**src/rtl/cmp_pkg.sv**
```systemverilog
// Shared types and helpers for the sequential magnitude comparator.
// Holds the FSM state encoding, the result record and the slice-index width function.
package cmp_pkg;

    typedef enum logic [1:0] {
        IDLE = 2'd0,
        RUN  = 2'd1,
        DONE = 2'd2
    } state_t;

    typedef struct packed {
        logic lg;
        logic eq;
        logic ls;
    } cmp_res_t;

    // Keep the index at least one bit wide so NSLICE = 1 still gets a legal vector.
    function automatic int idx_width(input int nslice);
        return (nslice > 1) ? $clog2(nslice) : 1;
    endfunction

endpackage

```
**src/rtl/slice_cmp.sv**
```systemverilog
// Combinational unsigned compare of one SLICE-bit slice.
// Signed compares are handled upstream by flipping the operand sign bits.
module slice_cmp #(
    parameter int SLICE = 4
) (
    input  logic [SLICE-1:0] a,
    input  logic [SLICE-1:0] b,
    output logic             gt,
    output logic             lt
);

    assign gt = (a > b);
    assign lt = (a < b);

endmodule

```
**src/rtl/seq_magnitude_comparator.sv**
```systemverilog
// Multi-cycle WIDTH-bit magnitude comparator, SLICE bits per cycle, MSB slice first.
// Optional macro SEQ_CMP_EARLY_EXIT_EN ends RUN on the first differing slice.
//
//   state | meaning
//   IDLE  | waiting for operands, in_ready = 1
//   RUN   | comparing one slice per edge, from the top slice down
//   DONE  | result held on lg/eq/ls until the consumer takes it
module seq_magnitude_comparator
    import cmp_pkg::*;
#(
    parameter int WIDTH = 16,
    parameter int SLICE = 4
) (
    input  logic             clk,
    input  logic             rst_n,
    input  logic             in_valid,
    output logic             in_ready,
    input  logic [WIDTH-1:0] a,
    input  logic [WIDTH-1:0] b,
    input  logic             sig,
    output logic             out_valid,
    input  logic             out_ready,
    output logic             lg,
    output logic             eq,
    output logic             ls
);

    localparam int NSLICE = WIDTH / SLICE;
    localparam int IDX_W  = idx_width(NSLICE);
    localparam logic [IDX_W-1:0] IDX_TOP  = IDX_W'(NSLICE - 1);
    localparam logic [WIDTH-1:0] SIGN_BIT = WIDTH'(1) << (WIDTH - 1);

    if (WIDTH % SLICE != 0) begin : g_bad_width
        $error("seq_magnitude_comparator: WIDTH (%0d) must be a multiple of SLICE (%0d)",
               WIDTH, SLICE);
    end

    state_t           state;
    logic [WIDTH-1:0] a_r;
    logic [WIDTH-1:0] b_r;
    logic [IDX_W-1:0] idx;
    logic             found;
    logic             gt_r;
    logic             lt_r;
    logic             out_valid_r;
    cmp_res_t         res;

    logic [NSLICE-1:0][SLICE-1:0] a_sl;
    logic [NSLICE-1:0][SLICE-1:0] b_sl;
    logic                         sl_gt;
    logic                         sl_lt;
    logic                         gt_next;
    logic                         lt_next;
    logic                         last_slice;

    assign a_sl = a_r;
    assign b_sl = b_r;

    slice_cmp #(
        .SLICE (SLICE)
    ) u_slice_cmp (
        .a  (a_sl[idx]),
        .b  (b_sl[idx]),
        .gt (sl_gt),
        .lt (sl_lt)
    );

    // Once a slice has differed, the verdict is frozen; lower slices are don't-care.
    always_comb begin
        gt_next = found ? gt_r : sl_gt;
        lt_next = found ? lt_r : sl_lt;
`ifdef SEQ_CMP_EARLY_EXIT_EN
        last_slice = (idx == '0) || gt_next || lt_next;
`else
        last_slice = (idx == '0);
`endif
    end

    always_ff @(posedge clk or negedge rst_n) begin
        if (!rst_n) begin
            state       <= IDLE;
            a_r         <= '0;
            b_r         <= '0;
            idx         <= IDX_TOP;
            found       <= 1'b0;
            gt_r        <= 1'b0;
            lt_r        <= 1'b0;
            out_valid_r <= 1'b0;
            res         <= '0;
        end else begin
            case (state)
                IDLE: begin
                    if (in_valid) begin
                        a_r   <= a ^ (sig ? SIGN_BIT : '0);
                        b_r   <= b ^ (sig ? SIGN_BIT : '0);
                        idx   <= IDX_TOP;
                        found <= 1'b0;
                        gt_r  <= 1'b0;
                        lt_r  <= 1'b0;
                        state <= RUN;
                    end
                end
                RUN: begin
                    gt_r  <= gt_next;
                    lt_r  <= lt_next;
                    found <= gt_next | lt_next;
                    if (idx != '0) begin
                        idx <= idx - IDX_W'(1);
                    end
                    if (last_slice) begin
                        state       <= DONE;
                        out_valid_r <= 1'b1;
                        res.lg      <= gt_next;
                        res.eq      <= ~(gt_next | lt_next);
                        res.ls      <= lt_next;
                    end
                end
                DONE: begin
                    if (out_ready) begin
                        state       <= IDLE;
                        out_valid_r <= 1'b0;
                        res         <= '0;
                        idx         <= IDX_TOP;
                    end
                end
                default: begin
                    state <= IDLE;
                end
            endcase
        end
    end

    assign in_ready  = (state == IDLE);
    assign out_valid = out_valid_r;
    assign lg        = res.lg;
    assign eq        = res.eq;
    assign ls        = res.ls;

endmodule

```
**config.mk**
```make
export PLATFORM = sky130hd
export DESIGN_NAME = seq_magnitude_comparator
export DESIGN_NICKNAME = d
export VERILOG_FILES = /design/src/rtl/cmp_pkg.sv /design/src/rtl/slice_cmp.sv /design/src/rtl/seq_magnitude_comparator.sv
export SDC_FILE = /design/constraint.sdc
export NUM_CORES = 1
export LEC_CHECK = 0
export ABC_CLOCK_PERIOD_IN_PS = 5000
export CORE_MARGIN = 3
export CORE_UTILIZATION = 55
export DETAILED_ROUTE_END_ITERATION = 7
export PLACE_DENSITY = 0.84
export SETUP_SLACK_MARGIN = 0.1
export SLEW_MARGIN = 0
export SYNTH_ARGS = -nofsm -noshare
export SYNTH_HDL_FRONTEND = slang
export SYNTH_SLANG_ARGS = --single-unit
export TNS_END_PERCENT = 10
```
**constraint.sdc**
```tcl
create_clock -name clk -period 5 [get_ports clk]
set_input_delay 0.5 -clock clk [delete_from_list [all_inputs] [get_ports clk]]
set_output_delay 0.5 -clock clk [all_outputs]
set_load 0.05 [all_outputs]
```
Yosys cells after proc, flatten, opt, wreduce, memory -nomap -nowiden --
Index checks and enable logic that the tools add are counted.
Storage, ports and cells: flip-flop bits (word level) 43, bits of input ports 37
Cells by class: $add $sub $neg 1, $lt $le $gt $ge 3, eq/ne operators 6, mux-type cells 25, bitwise operators 4, reduce and logical (&&, ||, !) cells 11
Operators with widths (count):
- 16-bit bitwise XOR | 2
- 4-bit binary-select mux with 2-bit select | 2
- 16-bit two-way mux | 1
- 2-bit two-way mux | 6
- 2-bit case mux with 3 select lines | 2
- 4-bit two-way mux | 2
- 2-bit inequality test (second input constant) | 4
- 1-bit case mux with 2 select lines | 4
- 3-bit two-way mux | 2
- 3-bit case mux with 2 select lines | 1
- 3-bit AND reduction | 2
- 2-bit nonzero test | 3
- 1-bit two-way mux | 5
- 4-bit greater-than comparator | 1
- 2-bit zero test | 2
- 4-bit < comparator | 1
- 2-bit AND reduction | 2
- 4-bit AND reduction | 1
- 2-bit by 3-bit < comparator with 1-bit output (second input constant) | 1
- 3-bit nonzero test | 1
- 2-bit by 1-bit == test with 1-bit output (second input constant) | 1
- 2-bit == test (second input constant) | 1
- 2-bit by 1-bit subtractor with 2-bit output (second input constant) | 1
- 1-bit NOT | 1
- 1-bit bitwise OR | 1

Depth between registers and ports, before layout --
Gate-level depths: netlist of run 1.
word-level depth 8, gate-level depth with buffers 8

By module --
A second synthesis of run 1 with hierarchy kept.
Unflattened totals: cell total of the unflattened synthesis 148, area total of the unflattened synthesis 2067.0 sq um
Modules (own cells, without submodules):
- seq_magnitude_comparator | instances 1, cells an instance 133, area an instance 1953.1 sq um, sequential area each 1078.5 sq um
- slice_cmp | instances 1, cells an instance 15, area an instance 113.9 sq um, sequential area each 0.0 sq um

Worst setup path after synthesis of run 1 --
Ideal clock, no wire load.
kind flip-flop to flip-flop, from register idx[0], to register, netlist name eq, setup time 0.095 ns, arrival time 2.240 ns, required time 4.905 ns, setup slack 2.664 ns, cell stages (with the launch flop) 8, path buffers 1, period minus slack after synthesis 2.336 ns, path through dfstp_2 -> buf_2 -> mux4_2 -> ha_1 -> nand3_1 -> nor3b_1 -> a21oi_1 -> o31ai_1
Between the ends: longest elaborated chain between the ends 8
Ends and longest elaborated chain:
- start, declared | line seq_magnitude_comparator.sv:41 | logic [IDX_W-1:0] idx;
- start signal, assigned | line seq_magnitude_comparator.sv:108 | idx <= idx - IDX_W'(1);
- 4-bit binary-select mux with 2-bit select (on tied branches) | line seq_magnitude_comparator.sv:62, seq_magnitude_comparator.sv:63
- 4-bit two-way mux (on tied branches) | line seq_magnitude_comparator.sv:62, seq_magnitude_comparator.sv:63
- 4-bit greater-than comparator / 4-bit < comparator (equally long branches) | line slice_cmp.sv:12, slice_cmp.sv:13
- 1-bit two-way mux (on tied branches) | line seq_magnitude_comparator.sv:70, seq_magnitude_comparator.sv:71
- 1-bit bitwise OR | line seq_magnitude_comparator.sv:114 | res.eq <= ~(gt_next | lt_next);
- 1-bit NOT | line seq_magnitude_comparator.sv:114
- 3-bit two-way mux | line seq_magnitude_comparator.sv:110 | if (last_slice) begin
- 3-bit case mux with 2 select lines | line seq_magnitude_comparator.sv:91 | case (state)
Several ways; a longest one is shown, not always the timed one. The select of a mux whose other input is x is not followed. A chain may end at the register's enable or synchronous reset.

Worst setup path after layout of run 1 --
from register idx[0], to register, netlist name eq
Between the ends: longest elaborated chain between the ends 8
Ends and longest elaborated chain (line):
- 4-bit binary-select mux with 2-bit select (on tied branches) | seq_magnitude_comparator.sv:62, seq_magnitude_comparator.sv:63
- 4-bit two-way mux (on tied branches) | seq_magnitude_comparator.sv:62, seq_magnitude_comparator.sv:63
- 4-bit greater-than comparator / 4-bit < comparator (equally long branches) | slice_cmp.sv:12, slice_cmp.sv:13
- 1-bit two-way mux (on tied branches) | seq_magnitude_comparator.sv:70, seq_magnitude_comparator.sv:71
- 1-bit bitwise OR | seq_magnitude_comparator.sv:114
- 1-bit NOT | seq_magnitude_comparator.sv:114
- 3-bit two-way mux | seq_magnitude_comparator.sv:110
- 3-bit case mux with 2 select lines | seq_magnitude_comparator.sv:91
Several ways; a longest one is shown, not always the timed one. The select of a mux whose other input is x is not followed.

==> results of run 1 <==
-- metrics by stage --
step | setup slack (ns) | area [um2] | utilization
floorplan | 2.66 | 2190 | -
global placement | 2.62 | 2570 | 0.686
detailed placement | 2.55 | 2570 | 0.686
CTS | 2.52 | 2660 | 0.711
global route | 2.34 | 2660 | 0.711
finish | 2.54 | 2660 | 0.711
-- synth_stat cells --
master    number  area, um2
nand3_1        3       15.0
dfrtp_1       41       1030
a21o_1         1       7.51
a22oi_1        1       7.51
o22ai_1        2       12.5
ha_1           5       62.6
a21oi_1       12       60.1
buf_6          2       22.5
and2_4         1       8.76
a211oi_1       1       7.51
o21ai_1        1       5.00
nor3_1         2       10.0
nand2b_4       1       13.8
nor3b_1        1       7.51
o221ai_1       1       8.76
nand2_1        4       15.0
buf_4          2       15.0
and2b_1        1       7.51
xnor2_1        2       17.5
clkbuf_1       1       3.75
o21ai_0        2       10.0
o31ai_1        2       15.0
inv_1          9       33.8
nor2b_1        1       6.26
nand2_2        1       6.26
mux2_2         5       56.3
mux2_4        25        375
nor2_1         5       18.8
dfstp_2        2       52.6
nor2_2         1       6.26
mux4_2         8        180
or2_2          1       6.26
or3_1          2       12.5
buf_2          1       5.00
buf_12         2       40.0
o21a_1         1       7.51
nand2b_1       4       25.0
-- cells by family (layout without fill, tap and decap cells) --
kind of cell / Yosys count / count (layout)
buf+inv: 17 / 58
xor+xnor: 2 / 2
flops: 43 / 43
compound gates: 24 / 24
fa+ha+maj: 5 / 5
simple gates: 28 / 28
mux: 38 / 38
-- power groups by stage --
stage	combinational (W)	sequential [W]	clock (W)
2_1_floorplan	0.000743	0.000652	0
3_5_place_dp	0.000872	0.000689	0
5_1_grt	0.000959	0.000713	0.000247
4_1_cts	0.000880	0.000685	0.000228
6_report	0.000873	0.000683	0.000229
3_3_place_gp	0.000838	0.000681	0
-- critical path, cell delays in order, from the launching register on --
cell and delay (ns):
dfstp_2 0.72, mux4_2 0.55, ha_1 0.33, nand3_1 0.08, nor3b_1 0.38, a21oi_1 0.08
o31ai_1 0.24
-- layout make-up --
type                       instances  area share
clock buffer                       7      0.0324
timing repair buffer              41       0.152
tap                               48      0.0226
multi-input combinational         97       0.373
clock inverter                     1     0.00188
inverter                           9      0.0127
sequential                        43       0.405
-- registers in the layout, summed over array words and instances, names as in the netlist --
register / flops
a_r: 16
b_r: 16
idx: 2
state: 2
eq: 1
found: 1
gt_r: 1
lg: 1
ls: 1
lt_r: 1
out_valid: 1
-- metal layers --
metal	up-vias	share of wire	wire (um)	global-route usage
li1	642	-	-	-
met1	652	0.45	1770	0.245
met2	37	0.49	1910	0.287
met3	8	0.046	181	0.0335
met4	0	0.020	80	0.0781
met5	-	0	0	0
-- how the worst max path moves through the flow --
stage | from | endpoint
5_1_grt | idx[0] | eq
3_3_place_gp | idx[0] | eq
2_1_floorplan | idx[0] | eq
4_1_cts | idx[0] | eq
6_report | idx[0] | eq
3_5_place_dp | idx[0] | eq
-- cell usage in the layout, fill, tap and decap left out, drive strengths merged --
| cell type | n |
|---|---|
| nor2 | 6 |
| nor3b | 1 |
| o22ai | 2 |
| dfrtp | 41 |
| nor3 | 2 |
| xnor2 | 2 |
| a22oi | 1 |
| a211oi | 1 |
| nand3 | 3 |
| a21oi | 12 |
| o31ai | 2 |
| or2 | 1 |
| nand2b | 5 |
| and2b | 1 |
| a21o | 1 |
| clkdlybuf4s50 | 40 |
| clkbuf | 7 |
| o221ai | 1 |
| and2 | 1 |
| buf | 1 |
| dfstp | 2 |
| clkinv | 1 |
| o21ai | 3 |
| mux4 | 8 |
| o21a | 1 |
| nand2 | 5 |
| mux2 | 30 |
| nor2b | 1 |
| or3 | 2 |
| inv | 9 |
| ha | 5 |
==> flow_summary.toml, run 1 <==
[outcome]
outcome = "completed"

[power_and_ir_drop]
power_density_nw_per_um2 = 671
leakage_nw = 1.16
p_int_w = 0.00114
p_sw_frac = 0.359
total_power_w = 0.00179
seq_power_share = 0.383
vdd_ir_drop_max_mv = 0.340
p_clk_frac = 0.128
p_sw_w = 0.000642
power_frac_comb = 0.489

[place]
portBuffers = 41
dp.cells = 238
hpwl_mm = 2.87
gp_congestion = 0.841

[yosys]
ys_seq_elements = 43
synth-compound-area-share = 0.0645
synth-simple-area-share = 0.0725
synth_mux_area_frac = 0.279
synthXorXnorAreaFrac = 0.00800
synth_nets = 199
syn_inst = 157
synthAdderAreaFrac = 0.0286
synth_top_family_by_area = "multiplexers"
synth_area_um2 = 2190
avgSynthCellArea_um2 = 14.0
yosysSeqAreaShare = 0.492
synth_cell_types = 37
yosysWarnings = 0

[layout]
syn2layout_area_growth_pct = 21.5
stdcell_count = 246
multi_input_area_um2 = 992
filler_cell_count = 265
drive_gt1_frac = 0.268
final_nets = 239
seqCellArea_um2 = 1080
antennaDiodeCount = 0

[global_routing]
grt_start_max_net_pins = 44
antenna_found_initial = 0
grt_pass1_vias = 1405
gr-total-overflow = 0
grt.total_usage = 0.182
grt_first_pass_wirelength_mm = 6.78

[die]
ioPinCount = 42
core_area_um2 = 3740
dieArea_um2 = 4780
start_util = 0.585
die_h_um = 69.1
die_w_um = 69.1
rows = 22

[worst_setup_path]
crit_type = "reg -> reg"
timing.rr.start = "idx[0]"
cp_max_fo = 11
rr_endpoint = "eq"
worst_ep_required_time_ns = 5.21
ff2ff_setup_slack_ns = 2.54
cp-end-kind = "register"
cp_data_arrival_time_ns = 2.68
rr_worst_depth = 6
cp-start-kind = "register"

[clocking]
cts_tree = "built"
path_clk_slew_ns = 0.08
cts_buffers = 5
clockRootBuffer = "clkbuf_8"
cts.sinks = 43
post_cts_resized = 0
clk_latency_ns = 0.31
postCtsHoldBufs = 0
cts_buffer_depth = 2
post-cts-setup-buffer-count = 0
cts_max_level = 2

[timing]
fmax_ghz = 0.406
timing.hold.ws_ns = 0.332
worst_slew_pin_slew_ns = 0.926
hold_viol = 0
fin_worst_skew_ns = 0.00747
setup_violations = 0
fin_crit_sh = 0.493
max-slew-margin-rel = 0.383
final.min_clock_period_ns = 2.46
rsz0062_at_grt = "false"
setup-tns-final_ns = 0
drv_slew = 0

[route]
first_pass_iters = 4
routedWlPerCell_um = 16.0
vias = 1339
drc = 0
drt.antenna.violating_nets = 0
wl_mm = 3.94
via_per_inst = 5.44
dr.first_iter.drc_count = 73

[min_path]
hold_path_class = "in -> async"

[flow_run]
maxCapViolCount = 0
Power figures use the tool's default switching activity.
==> run 2, diff against run 1 <==
- ABC_CLOCK_PERIOD_IN_PS: 5000 -> 2100
- CORE_UTILIZATION: 55 -> 46
- PLACE_DENSITY: 0.84 -> 0.75
- clock period: 5 -> 2.1 ns (I/O delays scaled with it)
==> flow_summary.toml, run 2 (same netlist as run 1, synthesis figures left out) <==
[worst_setup_path]
cp-end-kind = "register"
cp_num_buf_inv = 2
path_cells = "buf_12 -> mux4_2 -> inv_2 -> ha_4 -> nor3b_4 -> or3_1 -> o22ai_1"
timing.rr.start = "idx[0]"
cp-start-kind = "register"
critPathTopFamily = "flip-flops"
slowest_stage = "dfstp_2"
worst_ep_required_time_ns = 2.32
cp_data_arrival_time_ns = 2.49
cpPeakStageDelay_ns = 0.59
crit_type = "reg -> reg"
cp_max_fo = 4
critical_path.startpoint = "idx[0]"

[clocking]
cts.sinks = 43
path_clk_slew_ns = 0.08
cts_buffers = 5
clockRootBuffer = "clkbuf_8"
postCtsHoldBufs = 0
cts_max_level = 2
cts_buffer_depth = 2
clk_latency_ns = 0.29
cts_tree = "built"

[timing]
drv_slew = 0
setup_violations = 6
fmax_ghz = 0.441
final.min_clock_period_ns = 2.27
fin_ws_ns = -0.170
worst_slew_pin_slew_ns = 0.948
max-slew-margin-rel = 0.368
fin_crit_sh = 1.08
fin_worst_skew_ns = 0.00712
hold_viol = 0
rsz0062_at_grt = "true"
timing.hold.ws_ns = 0.0573

[route]
wl_mm = 4.41
drc = 0
first_pass_iters = 4
via_per_inst = 5.60
routedWlPerCell_um = 17.4
drt.antenna.violating_nets = 0
dr.first_iter.drc_count = 95
vias = 1417

[layout]
multi_input_area_um2 = 1100
final_nets = 243
filler_cell_count = 338
seqCellArea_um2 = 1080
design_area_um2 = 2840
antennaDiodeCount = 0
layout_commonest_cell = "dfrtp_1"
syn2layout_area_growth_pct = 29.5
reg_top3 = "a_r (16), b_r (16)"
drive_gt1_frac = 0.353
most-common-layout-cells = "dfrtp_1 (41), clkdlybuf4s50_1 (39), mux2_4 (25)"

[power_and_ir_drop]
seq_power_share = 0.318
power_density_nw_per_um2 = 1790
leakage_nw = 1.21
power_frac_comb = 0.577
p_sw_w = 0.00190
p_sw_frac = 0.376
p_int_w = 0.00316
vdd_ir_drop_max_mv = 0.744
p_clk_frac = 0.105

[global_routing]
grt_pass1_vias = 1515
grt_start_max_net_pins = 44
grt.total_usage = 0.171
grt_first_pass_wirelength_mm = 7.29
gr-total-overflow = 0
antenna_found_initial = 0

[die]
rows = 24
core_area_um2 = 4470
die_h_um = 75.0
dieArea_um2 = 5630
die_w_um = 75.0
start_util = 0.490
ioPinCount = 42

[min_path]
hold_path_class = "in -> async"

[flow_run]
maxCapViolCount = 0

[place]
gp_congestion = 0.809
place_area_um2 = 2680
portBuffers = 41
hpwl_mm = 3.08

[outcome]
violations = "negative setup slack"
outcome = "finished with violations"
## run 2: power by group through the flow
stage	clock, W	sequential (W)	combinational [W]
floorplan	0	0.00156	0.00196
global placement	0	0.00159	0.00237
detailed placement	0	0.00161	0.00245
CTS	0.000541	0.00160	0.00274
global route	0.000575	0.00167	0.00316
finish	0.000532	0.00161	0.00292
## run 2: per-layer routing
| metal | share of wire | wire length (um) | up-vias | track usage |
|---|---|---|---|---|
| met5 | 0 | 0 | - | 0 |
| met4 | 0.015 | 68 | 0 | 0.0573 |
| met3 | 0.040 | 178 | 8 | 0.0414 |
| met2 | 0.52 | 2310 | 44 | 0.289 |
| met1 | 0.42 | 1850 | 717 | 0.216 |
| li1 | - | - | 648 | - |
## run 2: per-stage QoR
stage          TNS (ns)  utilization  setup WS (ns)  std cells  total power [W]
2_1_floorplan    -0.134            -        -0.0492        157          0.00352
3_3_place_gp     -0.479        0.600         -0.106        245          0.00395
3_5_place_dp     -0.821        0.600         -0.166        245          0.00406
4_1_cts          -0.615        0.629         -0.144        253          0.00488
5_1_grt           -1.15        0.634         -0.252        253          0.00541
6_report         -0.634        0.634         -0.170        253          0.00507
## run 2: layout make-up
| class | instances | share of cell area |
|---|---|---|
| clock buffer | 6 | 0.0291 |
| tap | 52 | 0.0229 |
| clock inverter | 1 | 0.00176 |
| timing repair buffer | 45 | 0.168 |
| inverter | 9 | 0.0119 |
| multi-input combinational | 97 | 0.386 |
| sequential | 43 | 0.380 |
## run 2: path summary, 6_finish.rpt
path | slack (ns) | cells past startpoint | to
max in group asynchronous | 1.45 | 1 | b_r[13]
hold reg to reg | 0.51 | 1 | b_r[5]
setup / recovery | -0.17 | 7 | gt_r
setup reg to reg | -0.17 | 7 | gt_r
min in group clk | 0.50 | 2 | state[1]
hold / removal | 0.06 | 1 | a_r[5]
## run 2: repair_timing
action / 4_1_cts / 5_1_grt
resized for setup: 8 / 4
pin swaps: 5 / 4
setup buffers: 1 / 0
endpoints found under the setup margin: 6 / 7
## run 2: worst reg2reg max path, cell delays in order, from the launching register on
cell	delay, ns
dfstp_2	0.59
buf_12	0.13
mux4_2	0.50
inv_2	0.10
ha_4	0.20
nor3b_4	0.16
or3_1	0.38
o22ai_1	0.15
